`src/rtl/ex_muldiv_stage_if.sv`:
```
// ex_muldiv_stage_if: pipeline-side bundle of the execute stage (ID/EX operands, forwarding taps, results).
// The master side is the pipeline that drives the instruction; the slave side is the execute stage.
interface ex_muldiv_stage_if #(
    parameter int XLEN   = 32,
    parameter int REG_AW = 5
);
    logic              valid_i;
    logic              flush_i;
    logic [XLEN-1:0]   pc_i;
    logic [XLEN-1:0]   d1_i;
    logic [XLEN-1:0]   d2_i;
    logic [XLEN-1:0]   imm_i;
    logic [REG_AW-1:0] r1_i;
    logic [REG_AW-1:0] r2_i;
    logic [REG_AW-1:0] rd_i;
    logic [2:0]        f3_i;
    logic [6:0]        f7_i;
    logic              imm_sel_i;
    logic              pc_sel_i;
    logic              jmp_i;
    logic              br_i;
    logic              lui_i;
    logic [REG_AW-1:0] exmem_rd_i;
    logic [XLEN-1:0]   exmem_alu_i;
    logic              exmem_wr_i;
    logic [REG_AW-1:0] memwb_rd_i;
    logic [XLEN-1:0]   memwb_wdata_i;
    logic              memwb_wr_i;
    logic [XLEN-1:0]   alu_o;
    logic [XLEN-1:0]   wdata_o;
    logic              br_jmp_en_o;
    logic              valid_o;
    logic              stall_o;

    modport master (
        output valid_i, flush_i, pc_i, d1_i, d2_i, imm_i, r1_i, r2_i, rd_i, f3_i, f7_i,
               imm_sel_i, pc_sel_i, jmp_i, br_i, lui_i,
               exmem_rd_i, exmem_alu_i, exmem_wr_i, memwb_rd_i, memwb_wdata_i, memwb_wr_i,
        input  alu_o, wdata_o, br_jmp_en_o, valid_o, stall_o
    );

    modport slave (
        input  valid_i, flush_i, pc_i, d1_i, d2_i, imm_i, r1_i, r2_i, rd_i, f3_i, f7_i,
               imm_sel_i, pc_sel_i, jmp_i, br_i, lui_i,
               exmem_rd_i, exmem_alu_i, exmem_wr_i, memwb_rd_i, memwb_wdata_i, memwb_wr_i,
        output alu_o, wdata_o, br_jmp_en_o, valid_o, stall_o
    );
endinterface

```
`src/rtl/ex_muldiv_stage.sv`:
```
// ex_muldiv_stage: single-cycle ALU/branch execute stage with forwarding plus an iterative RV32M unit.
// Optional macro EX_DIV_EARLY_EN: divide early-out and leading-zero pre-shift (latency only, same results).
module ex_muldiv_stage #(
    parameter int XLEN   = 32,
    parameter int REG_AW = 5
) (
    input logic clk,
    input logic rst,
    ex_muldiv_stage_if.slave bus
);
    localparam int CW = $clog2(XLEN);
    localparam int LW = CW + 1;

    typedef enum logic [1:0] {IDLE, BUSY, DONE} state_e;

    state_e          state_q;
    logic [CW-1:0]   count_q;
    logic [XLEN-1:0] accHi_q;
    logic [XLEN-1:0] accLo_q;
    logic [XLEN-1:0] opB_q;
    logic [XLEN-1:0] result_q;
    logic [2:0]      f3_q;
    logic            negA_q;
    logic            negB_q;
    logic            special_q;
    logic            noFix_q;

    logic [XLEN-1:0] fwdA, fwdB;
    logic [XLEN-1:0] opA, opB, aluRes;
    logic [CW-1:0]   shamt;
    logic            brCond;
    logic            isM, accept;
    logic            aSigned, bSigned, negA, negB;
    logic [XLEN-1:0] absA, absB;
    logic            divZero, divOvf;
    logic [XLEN-1:0] stepHi, stepLo;
    logic [XLEN:0]   sum, trial;
    logic [2*XLEN-1:0] prod;
    logic [XLEN-1:0] quo, rem, result_d;
    logic [XLEN-1:0] aluOut;
    logic            validOut, stallOut, brOut;
    logic            unusedBits;

    assign unusedBits = ^bus.rd_i;

    // EX/MEM has priority over MEM/WB; x0 is never forwarded.
    always_comb begin
        fwdA = bus.d1_i;
        if (bus.exmem_wr_i && bus.exmem_rd_i != '0 && bus.exmem_rd_i == bus.r1_i)
            fwdA = bus.exmem_alu_i;
        else if (bus.memwb_wr_i && bus.memwb_rd_i != '0 && bus.memwb_rd_i == bus.r1_i)
            fwdA = bus.memwb_wdata_i;
        fwdB = bus.d2_i;
        if (bus.exmem_wr_i && bus.exmem_rd_i != '0 && bus.exmem_rd_i == bus.r2_i)
            fwdB = bus.exmem_alu_i;
        else if (bus.memwb_wr_i && bus.memwb_rd_i != '0 && bus.memwb_rd_i == bus.r2_i)
            fwdB = bus.memwb_wdata_i;
    end

    assign opA   = bus.pc_sel_i ? bus.pc_i : fwdA;
    assign opB   = bus.imm_sel_i ? bus.imm_i : fwdB;
    assign shamt = opB[CW-1:0];

    always_comb begin
        aluRes = '0;
        if (bus.lui_i)
            aluRes = bus.imm_i;
        else if (bus.jmp_i || bus.br_i)
            aluRes = opA + opB;
        else begin
            case (bus.f3_i)
                3'b000: aluRes = (bus.f7_i[5] && !bus.imm_sel_i) ? opA - opB : opA + opB;
                3'b001: aluRes = opA << shamt;
                3'b010: aluRes = {{(XLEN-1){1'b0}}, $signed(opA) < $signed(opB)};
                3'b011: aluRes = {{(XLEN-1){1'b0}}, opA < opB};
                3'b100: aluRes = opA ^ opB;
                3'b101: aluRes = bus.f7_i[5] ? $unsigned($signed(opA) >>> shamt) : opA >> shamt;
                3'b110: aluRes = opA | opB;
                3'b111: aluRes = opA & opB;
            endcase
        end
    end

    always_comb begin
        case (bus.f3_i)
            3'b000:  brCond = fwdA == fwdB;
            3'b001:  brCond = fwdA != fwdB;
            3'b100:  brCond = $signed(fwdA) < $signed(fwdB);
            3'b101:  brCond = $signed(fwdA) >= $signed(fwdB);
            3'b110:  brCond = fwdA < fwdB;
            3'b111:  brCond = fwdA >= fwdB;
            default: brCond = 1'b0;
        endcase
    end

    assign isM    = bus.f7_i == 7'b0000001 && !bus.imm_sel_i && !bus.jmp_i && !bus.br_i && !bus.lui_i;
    assign accept = rst && state_q == IDLE && bus.valid_i && !bus.flush_i && isM;

    // Signedness per operand: MUL/MULH/MULHSU/DIV/REM sign rs1; MUL/MULH/DIV/REM sign rs2.
    assign aSigned = bus.f3_i[2] ? !bus.f3_i[0] : (bus.f3_i[1:0] != 2'b11);
    assign bSigned = bus.f3_i[2] ? !bus.f3_i[0] : !bus.f3_i[1];
    assign negA    = aSigned && fwdA[XLEN-1];
    assign negB    = bSigned && fwdB[XLEN-1];
    assign absA    = negA ? -fwdA : fwdA;
    assign absB    = negB ? -fwdB : fwdB;
    assign divZero = bus.f3_i[2] && fwdB == '0;
    assign divOvf  = bus.f3_i[2] && !bus.f3_i[0] && fwdA == {1'b1, {(XLEN-1){1'b0}}} && fwdB == '1;

`ifdef EX_DIV_EARLY_EN
    logic          divEarly;
    logic [LW-1:0] lz;

    function automatic logic [LW-1:0] lzc(input logic [XLEN-1:0] v);
        logic [LW-1:0] n;
        n = LW'(XLEN);
        for (int i = 0; i < XLEN; i++)
            if (v[i]) n = LW'(XLEN - 1 - i);
        return n;
    endfunction

    assign divEarly = bus.f3_i[2] && absA < absB;
    assign lz       = lzc(absA);
`endif

    // Remainder is shifted into XLEN+1 bits so a full-width divisor never overflows the trial subtract.
    always_comb begin
        stepHi = accHi_q;
        stepLo = accLo_q;
        sum    = '0;
        trial  = '0;
        if (!special_q) begin
            if (f3_q[2]) begin
                trial = {accHi_q, accLo_q[XLEN-1]} - {1'b0, opB_q};
                if (!trial[XLEN]) begin
                    stepHi = trial[XLEN-1:0];
                    stepLo = {accLo_q[XLEN-2:0], 1'b1};
                end else begin
                    stepHi = {accHi_q[XLEN-2:0], accLo_q[XLEN-1]};
                    stepLo = {accLo_q[XLEN-2:0], 1'b0};
                end
            end else begin
                sum    = {1'b0, accHi_q} + ({1'b0, opB_q} & {(XLEN+1){accLo_q[0]}});
                stepHi = sum[XLEN:1];
                stepLo = {sum[0], accLo_q[XLEN-1:1]};
            end
        end
    end

    always_comb begin
        prod = {stepHi, stepLo};
        if (negA_q ^ negB_q)
            prod = -prod;
        quo = (negA_q ^ negB_q) ? -stepLo : stepLo;
        rem = negA_q ? -stepHi : stepHi;
        if (noFix_q)
            result_d = f3_q[1] ? stepHi : stepLo;
        else if (f3_q[2])
            result_d = f3_q[1] ? rem : quo;
        else
            result_d = (f3_q[1:0] == 2'b00) ? prod[XLEN-1:0] : prod[2*XLEN-1:XLEN];
    end

    always_ff @(posedge clk) begin
        if (!rst) begin
            state_q   <= IDLE;
            count_q   <= '0;
            result_q  <= '0;
            accHi_q   <= '0;
            accLo_q   <= '0;
            opB_q     <= '0;
            f3_q      <= '0;
            negA_q    <= 1'b0;
            negB_q    <= 1'b0;
            special_q <= 1'b0;
            noFix_q   <= 1'b0;
        end else begin
            case (state_q)
                IDLE: begin
                    if (accept) begin
                        state_q   <= BUSY;
                        f3_q      <= bus.f3_i;
                        negA_q    <= negA;
                        negB_q    <= negB;
                        opB_q     <= absB;
                        count_q   <= CW'(XLEN - 1);
                        accHi_q   <= '0;
                        accLo_q   <= absA;
                        special_q <= 1'b0;
                        noFix_q   <= 1'b0;
                        if (divZero) begin
                            accHi_q   <= fwdA;
                            accLo_q   <= '1;
                            special_q <= 1'b1;
                            noFix_q   <= 1'b1;
                        end else if (divOvf) begin
                            accHi_q   <= '0;
                            accLo_q   <= fwdA;
                            special_q <= 1'b1;
                            noFix_q   <= 1'b1;
                        end
`ifdef EX_DIV_EARLY_EN
                        else if (divEarly) begin
                            accHi_q   <= absA;
                            accLo_q   <= '0;
                            special_q <= 1'b1;
                        end else if (bus.f3_i[2]) begin
                            accLo_q <= absA << lz;
                            count_q <= CW'(XLEN - 1 - int'(lz));
                        end
`endif
                    end
                end
                BUSY: begin
                    if (bus.flush_i) begin
                        state_q <= IDLE;
                    end else if (special_q || count_q == '0) begin
                        accHi_q  <= stepHi;
                        accLo_q  <= stepLo;
                        result_q <= result_d;
                        state_q  <= DONE;
                    end else begin
                        accHi_q <= stepHi;
                        accLo_q <= stepLo;
                        count_q <= count_q - 1'b1;
                    end
                end
                DONE: state_q <= IDLE;
                default: state_q <= IDLE;
            endcase
        end
    end

    always_comb begin
        aluOut   = aluRes;
        validOut = 1'b0;
        stallOut = 1'b0;
        brOut    = 1'b0;
        if (rst) begin
            case (state_q)
                IDLE: begin
                    validOut = bus.valid_i && !bus.flush_i && !isM;
                    stallOut = accept;
                    brOut    = bus.valid_i && !bus.flush_i && ((bus.br_i && brCond) || bus.jmp_i);
                end
                BUSY: stallOut = 1'b1;
                DONE: begin
                    aluOut   = result_q;
                    validOut = !bus.flush_i;
                end
                default: ;
            endcase
        end
    end

    assign bus.alu_o       = aluOut;
    assign bus.wdata_o     = fwdB;
    assign bus.valid_o     = validOut;
    assign bus.stall_o     = stallOut;
    assign bus.br_jmp_en_o = brOut;
endmodule

```
`src/flat_wrapper.sv`:
```
// flat-port wrapper written by rule: the top's interface ports become plain ports
module ex_muldiv_stage_flat 
#(
    parameter int XLEN   = 32,
    parameter int REG_AW = 5
)
  (clk, rst, bus_valid_i, bus_flush_i, bus_pc_i, bus_d1_i, bus_d2_i, bus_imm_i, bus_r1_i, bus_r2_i, bus_rd_i, bus_f3_i, bus_f7_i, bus_imm_sel_i, bus_pc_sel_i, bus_jmp_i, bus_br_i, bus_lui_i, bus_exmem_rd_i, bus_exmem_alu_i, bus_exmem_wr_i, bus_memwb_rd_i, bus_memwb_wdata_i, bus_memwb_wr_i, bus_alu_o, bus_wdata_o, bus_br_jmp_en_o, bus_valid_o, bus_stall_o);
  ex_muldiv_stage_if #(.XLEN(XLEN), .REG_AW(REG_AW)) bus_i ();
  input logic clk;
  input logic rst;
  input wire logic [$bits(bus_i.valid_i)-1:0] bus_valid_i;
  input wire logic [$bits(bus_i.flush_i)-1:0] bus_flush_i;
  input wire logic [$bits(bus_i.pc_i)-1:0] bus_pc_i;
  input wire logic [$bits(bus_i.d1_i)-1:0] bus_d1_i;
  input wire logic [$bits(bus_i.d2_i)-1:0] bus_d2_i;
  input wire logic [$bits(bus_i.imm_i)-1:0] bus_imm_i;
  input wire logic [$bits(bus_i.r1_i)-1:0] bus_r1_i;
  input wire logic [$bits(bus_i.r2_i)-1:0] bus_r2_i;
  input wire logic [$bits(bus_i.rd_i)-1:0] bus_rd_i;
  input wire logic [$bits(bus_i.f3_i)-1:0] bus_f3_i;
  input wire logic [$bits(bus_i.f7_i)-1:0] bus_f7_i;
  input wire logic [$bits(bus_i.imm_sel_i)-1:0] bus_imm_sel_i;
  input wire logic [$bits(bus_i.pc_sel_i)-1:0] bus_pc_sel_i;
  input wire logic [$bits(bus_i.jmp_i)-1:0] bus_jmp_i;
  input wire logic [$bits(bus_i.br_i)-1:0] bus_br_i;
  input wire logic [$bits(bus_i.lui_i)-1:0] bus_lui_i;
  input wire logic [$bits(bus_i.exmem_rd_i)-1:0] bus_exmem_rd_i;
  input wire logic [$bits(bus_i.exmem_alu_i)-1:0] bus_exmem_alu_i;
  input wire logic [$bits(bus_i.exmem_wr_i)-1:0] bus_exmem_wr_i;
  input wire logic [$bits(bus_i.memwb_rd_i)-1:0] bus_memwb_rd_i;
  input wire logic [$bits(bus_i.memwb_wdata_i)-1:0] bus_memwb_wdata_i;
  input wire logic [$bits(bus_i.memwb_wr_i)-1:0] bus_memwb_wr_i;
  output wire logic [$bits(bus_i.alu_o)-1:0] bus_alu_o;
  output wire logic [$bits(bus_i.wdata_o)-1:0] bus_wdata_o;
  output wire logic [$bits(bus_i.br_jmp_en_o)-1:0] bus_br_jmp_en_o;
  output wire logic [$bits(bus_i.valid_o)-1:0] bus_valid_o;
  output wire logic [$bits(bus_i.stall_o)-1:0] bus_stall_o;
  assign bus_i.valid_i = bus_valid_i;
  assign bus_i.flush_i = bus_flush_i;
  assign bus_i.pc_i = bus_pc_i;
  assign bus_i.d1_i = bus_d1_i;
  assign bus_i.d2_i = bus_d2_i;
  assign bus_i.imm_i = bus_imm_i;
  assign bus_i.r1_i = bus_r1_i;
  assign bus_i.r2_i = bus_r2_i;
  assign bus_i.rd_i = bus_rd_i;
  assign bus_i.f3_i = bus_f3_i;
  assign bus_i.f7_i = bus_f7_i;
  assign bus_i.imm_sel_i = bus_imm_sel_i;
  assign bus_i.pc_sel_i = bus_pc_sel_i;
  assign bus_i.jmp_i = bus_jmp_i;
  assign bus_i.br_i = bus_br_i;
  assign bus_i.lui_i = bus_lui_i;
  assign bus_i.exmem_rd_i = bus_exmem_rd_i;
  assign bus_i.exmem_alu_i = bus_exmem_alu_i;
  assign bus_i.exmem_wr_i = bus_exmem_wr_i;
  assign bus_i.memwb_rd_i = bus_memwb_rd_i;
  assign bus_i.memwb_wdata_i = bus_memwb_wdata_i;
  assign bus_i.memwb_wr_i = bus_memwb_wr_i;
  assign bus_alu_o = bus_i.alu_o;
  assign bus_wdata_o = bus_i.wdata_o;
  assign bus_br_jmp_en_o = bus_i.br_jmp_en_o;
  assign bus_valid_o = bus_i.valid_o;
  assign bus_stall_o = bus_i.stall_o;
  ex_muldiv_stage #(.XLEN(XLEN), .REG_AW(REG_AW)) u_core (.clk(clk), .rst(rst), .bus(bus_i));
endmodule
```
`config.mk`:
```
export PLATFORM = sky130hd
export DESIGN_NAME = ex_muldiv_stage_flat
export DESIGN_NICKNAME = d
export VERILOG_FILES = /design/src/rtl/ex_muldiv_stage_if.sv /design/src/rtl/ex_muldiv_stage.sv /design/src/flat_wrapper.sv
export SDC_FILE = /design/constraint.sdc
export NUM_CORES = 2
export LEC_CHECK = 0
export CORE_MARGIN = 1
export CORE_UTILIZATION = 30
export DETAILED_ROUTE_END_ITERATION = 10
export PLACE_DENSITY = 0.55
export SLEW_MARGIN = 20
export SYNTH_ARGS = -nofsm -noshare
export SYNTH_HDL_FRONTEND = slang
export SYNTH_SLANG_ARGS = --single-unit
export TNS_END_PERCENT = 20
```
`constraint.sdc`:
```
create_clock -name clk -period 21.5 [get_ports clk]
set_clock_uncertainty 0.2 [all_clocks]
set_input_delay 2.15 -clock clk [delete_from_list [all_inputs] [get_ports clk]]
set_output_delay 2.15 -clock clk [all_outputs]
set_load 0.05 [all_outputs]
```
==> impl_table.tex <==
\begin{tabular}{lr}
\hline
Metric & Value \\
\hline
\multicolumn{2}{l}{\textbf{Route}} \\
Detailed-route wire length & 167.9 mm \\
Routed wirelength normalized by instance count & 29.24 um \\
ANT nets after route & 0 \\
Number of violations reported at the end of detailed-routing iteration 0 & 5056 \\
Total vias in the final route & 36570 \\
DR vias/cell & 6.369 \\
Count of TritonRoute iterations in the first routing pass & 8 \\
DR DRC count & 0 \\
\multicolumn{2}{l}{\textbf{Floorplan}} \\
Std cell rows & 113 \\
Placeable core region & 95290 um2 \\
Count of pins on the block boundary & 305 \\
Initial Util & 0.3041 \\
Die width & 312.8 um \\
Height of the die & 312.8 um \\
Die area & 97840 um2 \\
\multicolumn{2}{l}{\textbf{STA}} \\
Peak Freq & 71.77 MHz \\
Worst-case headroom to the max-slew limit & 0.1919 \\
Final critical delay including setup and external delays & 13930 ps \\
Final total negative setup slack & 0 ps \\
Final Hold Viols & 0 \\
Worst hold slack after final layout & 266.4 ps \\
Fin. max-slew vios & 0 \\
Final setup viols & 0 \\
Portion of the clock cycle consumed by the worst path in the final layout & 0.6480 \\
Setup repair after global routing missed its margin & no \\
Slew at the pin closest to its max-slew limit & 1201 ps \\
\multicolumn{2}{l}{\textbf{Synthesis}} \\
Top cells by count, synth & sky130\_fd\_sc\_hd\_\_nand2\_1, sky130\_fd\_sc\_hd\_\_nor2\_1, sky130\_fd\_sc\_hd\_\_a21oi\_1 \\
Post-synth top area share & 0.09741 \\
Fraction of the yosys area taken by sequential cells & 0.09741 \\
Nets in the synthesized netlist & 4763 \\
Number of instances in the synthesized netlist & 4326 \\
Main area contributors after synthesis & sky130\_fd\_sc\_hd\_\_dfxtp\_1, sky130\_fd\_sc\_hd\_\_ha\_1, sky130\_fd\_sc\_hd\_\_mux2i\_1, sky130\_fd\_sc\_hd\_\_a21oi\_1, sky130\_fd\_sc\_hd\_\_nand2\_1 \\
Cell type with the highest aggregate area in the netlist & sky130\_fd\_sc\_hd\_\_dfxtp\_1 \\
Most frequent cell after synthesis & sky130\_fd\_sc\_hd\_\_nand2\_1 \\
Post-synthesis cell area & 28980 um2 \\
Flip-flop cell with the highest count after synthesis & sky130\_fd\_sc\_hd\_\_dfxtp\_1 \\
Number of library cell types mapped by synthesis & 104 \\
Ys Warns & 0 \\
Number of synthesized flops with an enable pin & 0 \\
Synth Area per Inst & 6.699 um2 \\
Post-synth ARST share & 0 \\
Seq cells post-synth & 141 \\
\multicolumn{2}{l}{\textbf{Placed design}} \\
Placed cell count & 5707 \\
Number of input and output port buffers inserted & 299 \\
Placed Area & 33450 um2 \\
Final estimated routing congestion in global placement & 0.9951 \\
Total half-perimeter wirelength after legalization and detailed placement & 130.7 mm \\
\multicolumn{2}{l}{\textbf{Final layout}} \\
Share of final-layout standard cells stronger than drive strength 1 & 0.07421 \\
Fill cell total of the finished layout & 10490 \\
Post-route cell area & 34130 um2 \\
Number of standard cells in the final layout excluding fillers & 5742 \\
Flip-flop and latch area & 2829 um2 \\
Total area of multi-input combinational cells & 24260 um2 \\
Synth-to-layout area growth & 17.77\% \\
Number of nets in the layout & 4898 \\
\multicolumn{2}{l}{\textbf{Critical path}} \\
Critical Path Source Type & input port \\
CP bufs+invs & 5 \\
Endpoint required time on the critical path & 19150 ps \\
Slowest CP cell & sky130\_fd\_sc\_hd\_\_clkdlybuf4s50\_1 \\
Largest stage delay on the critical path & 930 ps \\
Largest fanout on the critical path & 33 \\
Crit-path leading delay family & compound AO/OA/AOI/OAI gates \\
Arrival time worst endpoint & 11580 ps \\
Most frequent CP cell & sky130\_fd\_sc\_hd\_\_o21ai\_0 \\
Kind of critical path & input port to primary output \\
CP endpoint kind & primary output \\
\multicolumn{2}{l}{\textbf{Clocking}} \\
Master cell of the clock root buffer & sky130\_fd\_sc\_hd\_\_clkbuf\_16 \\
Post-CTS setup buffers & 0 \\
Sink Count & 141 \\
Clock latency at the later pin of the worst-skew pair & 480 ps \\
Hold buffers post-CTS & 0 \\
CTS Buf Count & 17 \\
Htree depth & 4 \\
Number of buffers on the longest clock path & 2 \\
TritonCTS clock tree & done \\
Resized Gates After CTS & 0 \\
Clock slew at reported path FFs & 70 ps \\
\multicolumn{2}{l}{\textbf{Power and ir drop}} \\
Leakage component of the power & 13.31 nW \\
Peak VDD IR & 48.60 uV \\
Overall power consumption & 1.342 mW \\
Power density over the cells & 39.33 nW/um2 \\
\multicolumn{2}{l}{\textbf{GRT}} \\
Number of antenna violations at the first check in global routing & 11 \\
Grt met1 use & 0.4215 \\
GR Util met2 & 0.5056 \\
GRT met3 Usage & 0.06848 \\
Global-route wire length before repair & 240.2 mm \\
Overflow left after global routing & 0 \\
Number of global-route vias before repair & 33650 \\
Tot GR Track Use & 0.3290 \\
Maximum number of pins on one net before global-route repair & 73 \\
Busiest metal layer after global routing & met2 \\
\multicolumn{2}{l}{\textbf{Hold path}} \\
Path category of the worst min-delay check & flip-flop to flip-flop \\
\multicolumn{2}{l}{\textbf{Status}} \\
Status & complete, no violations \\
\multicolumn{2}{l}{\textbf{Flow run}} \\
Max-cap violations & 0 \\
\hline
\end{tabular}
where the power goes:
group	total (mW)	internal (mW)	switching, mW
registers	0.261	0.261	0.0000417
clock network	0.347	0.209	0.138
logic	0.734	0.245	0.489
sequential cells by signal, indices dropped and copies added (netlist names):
signal            count
u_core.accHi_q       32
u_core.accLo_q       32
u_core.count_q        5
u_core.f3_q           3
u_core.negA_q         1
u_core.negB_q         1
u_core.opB_q         32
u_core.result_q      32
u_core.special_q      1
u_core.state_q        2
per-layer routing:
layer  part of all wire  wire length, um  up-vias
li1                   -                -    16390
met1               0.40            67240    17440
met2               0.43            71850     2232
met3               0.10            16760      499
met4              0.071            12000        8
met5            0.00031               52        -
tightest hold or removal path, cell delays in order (launching register included):
cell	delay, ps
sky130_fd_sc_hd__dfxtp_2	320
sky130_fd_sc_hd__nand2_1	50
sky130_fd_sc_hd__a21oi_1	60
cell usage in the layout, fill, tap and decap left out, types with 146 or more instances in the layout:
master	Yosys	layout
sky130_fd_sc_hd__clkdlybuf4s50_1	0	293
sky130_fd_sc_hd__nor2_1	406	402
sky130_fd_sc_hd__a21oi_1	360	360
sky130_fd_sc_hd__mux2i_1	212	210
sky130_fd_sc_hd__nand2_1	452	452
sky130_fd_sc_hd__xnor2_1	159	158
sky130_fd_sc_hd__ha_1	195	195
sky130_fd_sc_hd__buf_4	6	146
sky130_fd_sc_hd__inv_1	187	185
sky130_fd_sc_hd__o21ai_0	326	326
stage by stage:
step,utilization,worst slack [ps]
after global routing,0.3581,7499
after global placement,0.3510,8017
after floorplan,-,9936
final,0.3581,7567
after detailed placement,0.3510,8052
after CTS,0.3579,8026
cells by family after synthesis:
family / share of synthesized area
flops: 0.09741
simple gates: 0.2460
mux: 0.09538
compound gates: 0.3404
fa+ha+maj: 0.08730
buf+inv: 0.07003
xor+xnor: 0.06347
final timing paths:
check / slack (ps) / end / cells after the start / start
max: 7570 / bus_alu_o[25] / 25 / bus_memwb_rd_i[0]
min: 270 / u_core.f3_q[2] / 2 / u_core.f3_q[2]
min reg2reg: 270 / u_core.f3_q[2] / 2 / u_core.f3_q[2]
max reg2reg: 14080 / u_core.result_q[31] / 19 / u_core.accLo_q[31]
final cells by class:
class,instances,area share
clock buffers,18,0.01287
flip-flops and latches,141,0.08289
repair buffers,445,0.1189
inverters,194,0.02137
multi-input cells,3662,0.7110
well taps,1265,0.04638
clock inverters,14,0.006379
diodes,3,0.0002200
Note: power is estimated with default switching activity, not from simulation.
